<file path="src/rtl/pixel_plotter.sv">
// pixel_plotter: buffers draw-engine pixels in a small FIFO and drains them to the VGA adapter write port.
// Optional macro PLOT_CLIP_EN: off-screen pixels are consumed unplotted and counted in dropped.
module pixel_plotter #(
    parameter int unsigned DEPTH = 8,
    parameter int unsigned X_MAX = 160,
    parameter int unsigned Y_MAX = 120
) (
    input  logic       clock,
    input  logic       resetn,
    input  logic       in_valid,
    output logic       in_ready,
    input  logic [7:0] in_x,
    input  logic [6:0] in_y,
    input  logic [2:0] in_colour,
    input  logic       in_last,
    input  logic       plot_en,
    output logic [7:0] x,
    output logic [6:0] y,
    output logic [2:0] colour,
    output logic       plot,
    output logic       done,
    output logic       busy,
    output logic [7:0] dropped
);
    localparam int unsigned XW = 8;
    localparam int unsigned YW = 7;
    localparam int unsigned CW = 3;
    localparam int unsigned DW = 8;
    localparam int unsigned PW = $clog2(DEPTH);

    if (DEPTH < 2 || DEPTH > 64 || (DEPTH & (DEPTH - 1)) != 0 || X_MAX > 256 || Y_MAX > 128)
    begin : g_param_check
        $error("pixel_plotter: illegal parameter value");
    end

    typedef struct packed {
        logic [XW-1:0] x;
        logic [YW-1:0] y;
        logic [CW-1:0] colour;
        logic          last;
    } pix_t;

    typedef enum logic [1:0] {IDLE, WRITE, DONE} state_t;

    pix_t          mem_q [DEPTH];
    pix_t          mem_d [DEPTH];
    logic [PW:0]   wr_ptr_q, wr_ptr_d;
    logic [PW:0]   rd_ptr_q, rd_ptr_d;
    state_t        state_q, state_d;
    logic [XW-1:0] x_q, x_d;
    logic [YW-1:0] y_q, y_d;
    logic [CW-1:0] colour_q, colour_d;
    logic          plot_q, plot_d;
    logic          done_q, done_d;
    logic          busy_q, busy_d;
    logic [DW-1:0] dropped_q, dropped_d;

    logic full, empty, push, pop, clip;
    pix_t head;

    // Extra wrap bit distinguishes full from empty when the indices match.
    assign empty    = (wr_ptr_q == rd_ptr_q);
    assign full     = (wr_ptr_q[PW] != rd_ptr_q[PW]) && (wr_ptr_q[PW-1:0] == rd_ptr_q[PW-1:0]);
    assign in_ready = resetn && !full;
    assign push     = in_valid && in_ready;
    assign head     = mem_q[rd_ptr_q[PW-1:0]];
    assign pop      = (state_q == IDLE) && !empty && plot_en;

`ifdef PLOT_CLIP_EN
    assign clip = (32'(head.x) >= X_MAX) || (32'(head.y) >= Y_MAX);
`else
    assign clip = 1'b0;
`endif

    always_comb begin
        mem_d     = mem_q;
        wr_ptr_d  = wr_ptr_q;
        rd_ptr_d  = rd_ptr_q;
        state_d   = state_q;
        x_d       = x_q;
        y_d       = y_q;
        colour_d  = colour_q;
        plot_d    = 1'b0;
        done_d    = 1'b0;
        dropped_d = dropped_q;

        if (push) begin
            mem_d[wr_ptr_q[PW-1:0]] = '{x: in_x, y: in_y, colour: in_colour, last: in_last};
            wr_ptr_d = wr_ptr_q + (PW+1)'(1);
        end

        case (state_q)
            IDLE: begin
                if (pop) begin
                    rd_ptr_d = rd_ptr_q + (PW+1)'(1);
                    if (clip) begin
                        if (dropped_q != '1) dropped_d = dropped_q + DW'(1);
                    end else begin
                        x_d      = head.x;
                        y_d      = head.y;
                        colour_d = head.colour;
                        plot_d   = 1'b1;
                    end
                    if (head.last) state_d = WRITE;
                end
            end
            WRITE:   state_d = DONE;
            DONE: begin
                state_d = IDLE;
                done_d  = 1'b1;
            end
            default: state_d = IDLE;
        endcase

        // Registered view of busy, evaluated on the next-cycle state.
        busy_d = (wr_ptr_d != rd_ptr_d) || plot_d || (state_d != IDLE);
    end

    always_ff @(posedge clock) begin
        mem_q <= mem_d;
        if (!resetn) begin
            wr_ptr_q  <= '0;
            rd_ptr_q  <= '0;
            state_q   <= IDLE;
            x_q       <= '0;
            y_q       <= '0;
            colour_q  <= '0;
            plot_q    <= 1'b0;
            done_q    <= 1'b0;
            busy_q    <= 1'b0;
            dropped_q <= '0;
        end else begin
            wr_ptr_q  <= wr_ptr_d;
            rd_ptr_q  <= rd_ptr_d;
            state_q   <= state_d;
            x_q       <= x_d;
            y_q       <= y_d;
            colour_q  <= colour_d;
            plot_q    <= plot_d;
            done_q    <= done_d;
            busy_q    <= busy_d;
            dropped_q <= dropped_d;
        end
    end

    assign x       = x_q;
    assign y       = y_q;
    assign colour  = colour_q;
    assign plot    = plot_q;
    assign done    = done_q;
    assign busy    = busy_q;
    assign dropped = dropped_q;
endmodule
</file>
<file path="config.mk">
export PLATFORM = sky130hd
export DESIGN_NAME = pixel_plotter
export DESIGN_NICKNAME = d
export VERILOG_FILES = /design/src/rtl/pixel_plotter.sv
export SDC_FILE = /design/constraint.sdc
export NUM_CORES = 1
export LEC_CHECK = 0
export BUFFER_PORTS_ARGS = -buffer_cell sky130_fd_sc_hd__buf_2
export CAP_MARGIN = 20
export CELL_PAD_IN_SITES_DETAIL_PLACEMENT = 1
export CELL_PAD_IN_SITES_GLOBAL_PLACEMENT = 2
export CORE_AREA = 4 4 160 162
export CTS_BUF_LIST = sky130_fd_sc_hd__clkbuf_16
export CTS_CLUSTER_SIZE = 28
export DETAILED_ROUTE_END_ITERATION = 10
export DIE_AREA = 0 0 164 166
export PLACE_DENSITY = 0.65
export SYNTH_ARGS = -nofsm -noshare
export SYNTH_HDL_FRONTEND = slang
export SYNTH_SLANG_ARGS = --single-unit
</file>
<file path="constraint.sdc">
create_clock -name clock -period 4.1 [get_ports clock]
set_input_delay 1.025 -clock clock [delete_from_list [all_inputs] [get_ports clock]]
set_output_delay 1.025 -clock clock [all_outputs]
set_load 0.1 [all_outputs]
</file>
==> results.yml <==
grt:
  grt_max_degree: 42
  overflow: 0
  grt_pass1_vias: 3814
  globalRouteTotalUtil_pct: 10.8
  antenna_found_initial: 0
  grt_pass1_wl_mm: 22.3
worst_setup_path:
  r2r_slack_ns: 1.52
  crit_start: "wr_ptr_q[2]$_SDFF_PN0_"
  slowest_delay_ns: 0.72
  crit_required_ns: 3.07
  r2r_end: "busy$_SDFF_PN0_"
  setup.worst_path.end: "in_ready"
  path_cells: "xor2_1, nor3_1, a21boi_1, buf_2"
  worstSetupStartpointType: "flip-flop"
  crit_path_max_fanout: 12
  path_class: "reg -> out"
  r2r-start: "rd_ptr_q[1]$_SDFF_PN0_"
  critPathArrivalTime_ns: 2.14
  reg2reg_depth: 7
  crit_path_top_delay_cell: "dfxtp_1"
  endpoint_kind: "output pin"
yosys:
  async_flop_share_pct: 0
  synth_edf_count: 152
  syn_inst: 377
  syn_area_per_cell_sq_um: 19.1
  netlist_area_sq_um: 7190
  yosysUniqueCellTypes: 34
  yosysWarningCount: 0
  seq_area_frac_synth_pct: 72.1
  ys_ff_latch: 183
  synthFlopType: "edfxtp_1"
clock_tree:
  tritoncts: "yes"
  clk_pin_slew_ns: 0.07
  ctsHoldBuffers: 0
  numCtsBuffers: 17
  cts_root_buf: "clkbuf_16"
  clock_path_buffers: 2
  clk-insertion-delay-late_ns: 0.42
  htree_levels: 4
  cts_resized: 0
  cts_setup_buffers: 0
  cts_sinks: 183
sta:
  fin_crit_sh_pct: 77.2
  slew_viol_final: 0
  post-route-min-period_ns: 3.17
  worstMarginPinSlew_ns: 0.820
  skew_ns: 0.00767
  setup_violations: 0
  rsz0062_at_grt: "no"
  max_freq_ghz: 0.316
  fin_setup_tns_ns: 0
  setup_ws_ns: 0.935
  relSlewSlack_pct: 45.3
  hold_violations: 0
power_and_ir_drop:
  finalPower_mw: 4.13
  leakagePower_nw: 2.92
  power_density_nw_per_um2: 497
  peakVddDrop_mv: 0.250
finish:
  fill_cells: 2475
  multiInputGateArea_sq_um: 1890
  regArea_sq_um: 5190
  finalNetCount: 454
  drive_above_1_share_pct: 30.1
  area_growth_pct: 15.6
  diodes: 0
placement:
  dp_hpwl_mm: 8.74
  port_buffers: 44
  gp_congestion: 0.692
  dpl_worst_slack_ns: 0.996
detailed_routing:
  vias: 3479
  remaining_drc_errors: 0
  routed_via_density: 4.54
  drtAntennaViolNets: 0
  first_pass_iters: 4
  drt_iter0_markers: 156
  routed_wl_mm: 14.1
  wl_per_cell_microns: 18.5
floorplan:
  die_h_microns: 166
  dieArea_sq_um: 27200
  rows: 57
  core_sq_um: 24100
  pin_count: 53
  initial_core_util_pct: 29.8
  die_x_microns: 164
outcome:
  status: "finished clean"
min_path:
  hold_path.class: "reg -> reg"
flow_run:
  maxCapViolCount: 0
[sequential cells by signal, indices dropped and copies added (netlist names)]
name,cells
mem_q,152
x,8
y,7
rd_ptr_q,4
wr_ptr_q,4
colour,3
state_q,2
busy,1
done,1
plot,1
[synthesized netlist by cell type (2+ instances only)]
| cell type | count | area [sq um] |
|---|---|---|
| a21boi_0 | 3 | 22.5 |
| a21oi_1 | 2 | 10.0 |
| and2_1 | 3 | 18.8 |
| and3_1 | 3 | 18.8 |
| buf_2 | 10 | 50.1 |
| buf_4 | 10 | 75.1 |
| buf_6 | 3 | 33.8 |
| clkbuf_1 | 8 | 30.0 |
| dfxtp_1 | 31 | 621 |
| edfxtp_1 | 152 | 4560 |
| ha_1 | 2 | 25.0 |
| mux2i_1 | 23 | 230 |
| mux4_2 | 38 | 856 |
| nand2_1 | 25 | 93.8 |
| nand2b_1 | 2 | 12.5 |
| nand3_1 | 3 | 15.0 |
| nor2_1 | 6 | 22.5 |
| nor2b_1 | 6 | 37.5 |
| nor3_1 | 2 | 10.0 |
| nor3b_1 | 3 | 22.5 |
| nor4bb_1 | 2 | 20.0 |
| o211a_1 | 19 | 190 |
| xnor2_1 | 6 | 52.6 |
| xor2_1 | 5 | 43.8 |
[logic make-up (layout without fill, tap and decap cells)]
group / count (synthesis) / count (layout) / share of synthesized area (%)
buffers and inverters: 31 / 89 / 2.63
AND/OR/NAND/NOR: 57 / 57 / 3.98
AO/OA/AOI/OAI: 29 / 29 / 3.91
multiplexers: 61 / 61 / 15.1
XOR/XNOR: 13 / 13 / 1.90
adder cells (fa/ha/maj): 2 / 2 / 0.348
other: 1 / 8 / 0.0521
flip-flops: 183 / 183 / 72.1
[where the power goes]
part / internal (mW) / total (mW) / switching, mW / leakage [nW]
logic: 0.176 / 0.610 / 0.433 / 1.03
registers: 2.06 / 2.09 / 0.0269 / 1.63
clock network: 0.766 / 1.44 / 0.671 / 0.265
total: 3.00 / 4.13 / 1.13 / 2.92
[worst min-delay path by stage]
| stage | start | to | slack (ns) | cells after the start |
|---|---|---|---|---|
| 2_1_floorplan | state_q[1]$_SDFF_PN0_ | state_q[1]$_SDFF_PN0_ | 0.43 | 1 |
| 3_3_place_gp | state_q[1]$_SDFF_PN0_ | state_q[1]$_SDFF_PN0_ | 0.47 | 1 |
| 3_5_place_dp | state_q[1]$_SDFF_PN0_ | state_q[1]$_SDFF_PN0_ | 0.48 | 1 |
| 4_1_cts | state_q[1]$_SDFF_PN0_ | state_q[1]$_SDFF_PN0_ | 0.49 | 1 |
| 5_1_grt | colour[1]$_SDFFE_PN0P_ | colour[1]$_SDFFE_PN0P_ | 0.51 | 1 |
| 6_report | colour[1]$_SDFFE_PN0P_ | colour[1]$_SDFFE_PN0P_ | 0.49 | 1 |
[cell usage in the layout (no fill, tap or decap), drive strengths merged, types with 3 or more instances in the layout]
cell,synthesis,layout
edfxtp,152,152
buf,23,57
mux4,38,38
dfxtp,31,31
nand2,25,25
mux2i,23,23
o211a,19,19
clkbuf,8,17
conb,1,8
xnor2,6,6
nor2b,6,6
xor2,6,6
inv,0,6
nor2,6,6
clkinv,0,6
and3,3,3
nor3b,3,3
and2,3,3
nand3,3,3
clkinvlp,0,3
a21boi,3,3
[critical path, delay by kind of cell (launching register included)]
family / cells / cell delay [ns]
XOR/XNOR: 1 / 0.30
AO/OA/AOI/OAI: 1 / 0.15
flip-flops: 1 / 0.72
buffers and inverters: 1 / 0.43
AND/OR/NAND/NOR: 1 / 0.11
[per-layer routing]
metal	share of wire [%]	global-route usage (%)	vias up
met5	0	0	-
met4	1.2	3.25	0
met3	3.3	2.73	14
met2	51	17.8	53
met1	45	14.2	1834
li1	-	-	1578
[per-stage QoR]
stage	hold slack (ns)	util (%)	instance area [sq um]	cells
finish	0.491	34.5	8320	766
global route	0.513	34.5	8320	766
CTS	0.491	34.5	8320	766
detailed placement	0.476	32.3	7800	734
global placement	0.470	32.3	7800	734
floorplan	0.433	-	7220	384
[cell type report]
class,instances,share of cell area (%)
Clock buffer,17,5.12
Multi-Input combinational cell,170,22.7
Sequential cell,183,62.4
Clock inverter,15,1.14
Timing Repair Buffer,57,3.82
Tap cell,324,4.87
No activity file was read; power rests on OpenSTA's default activity.
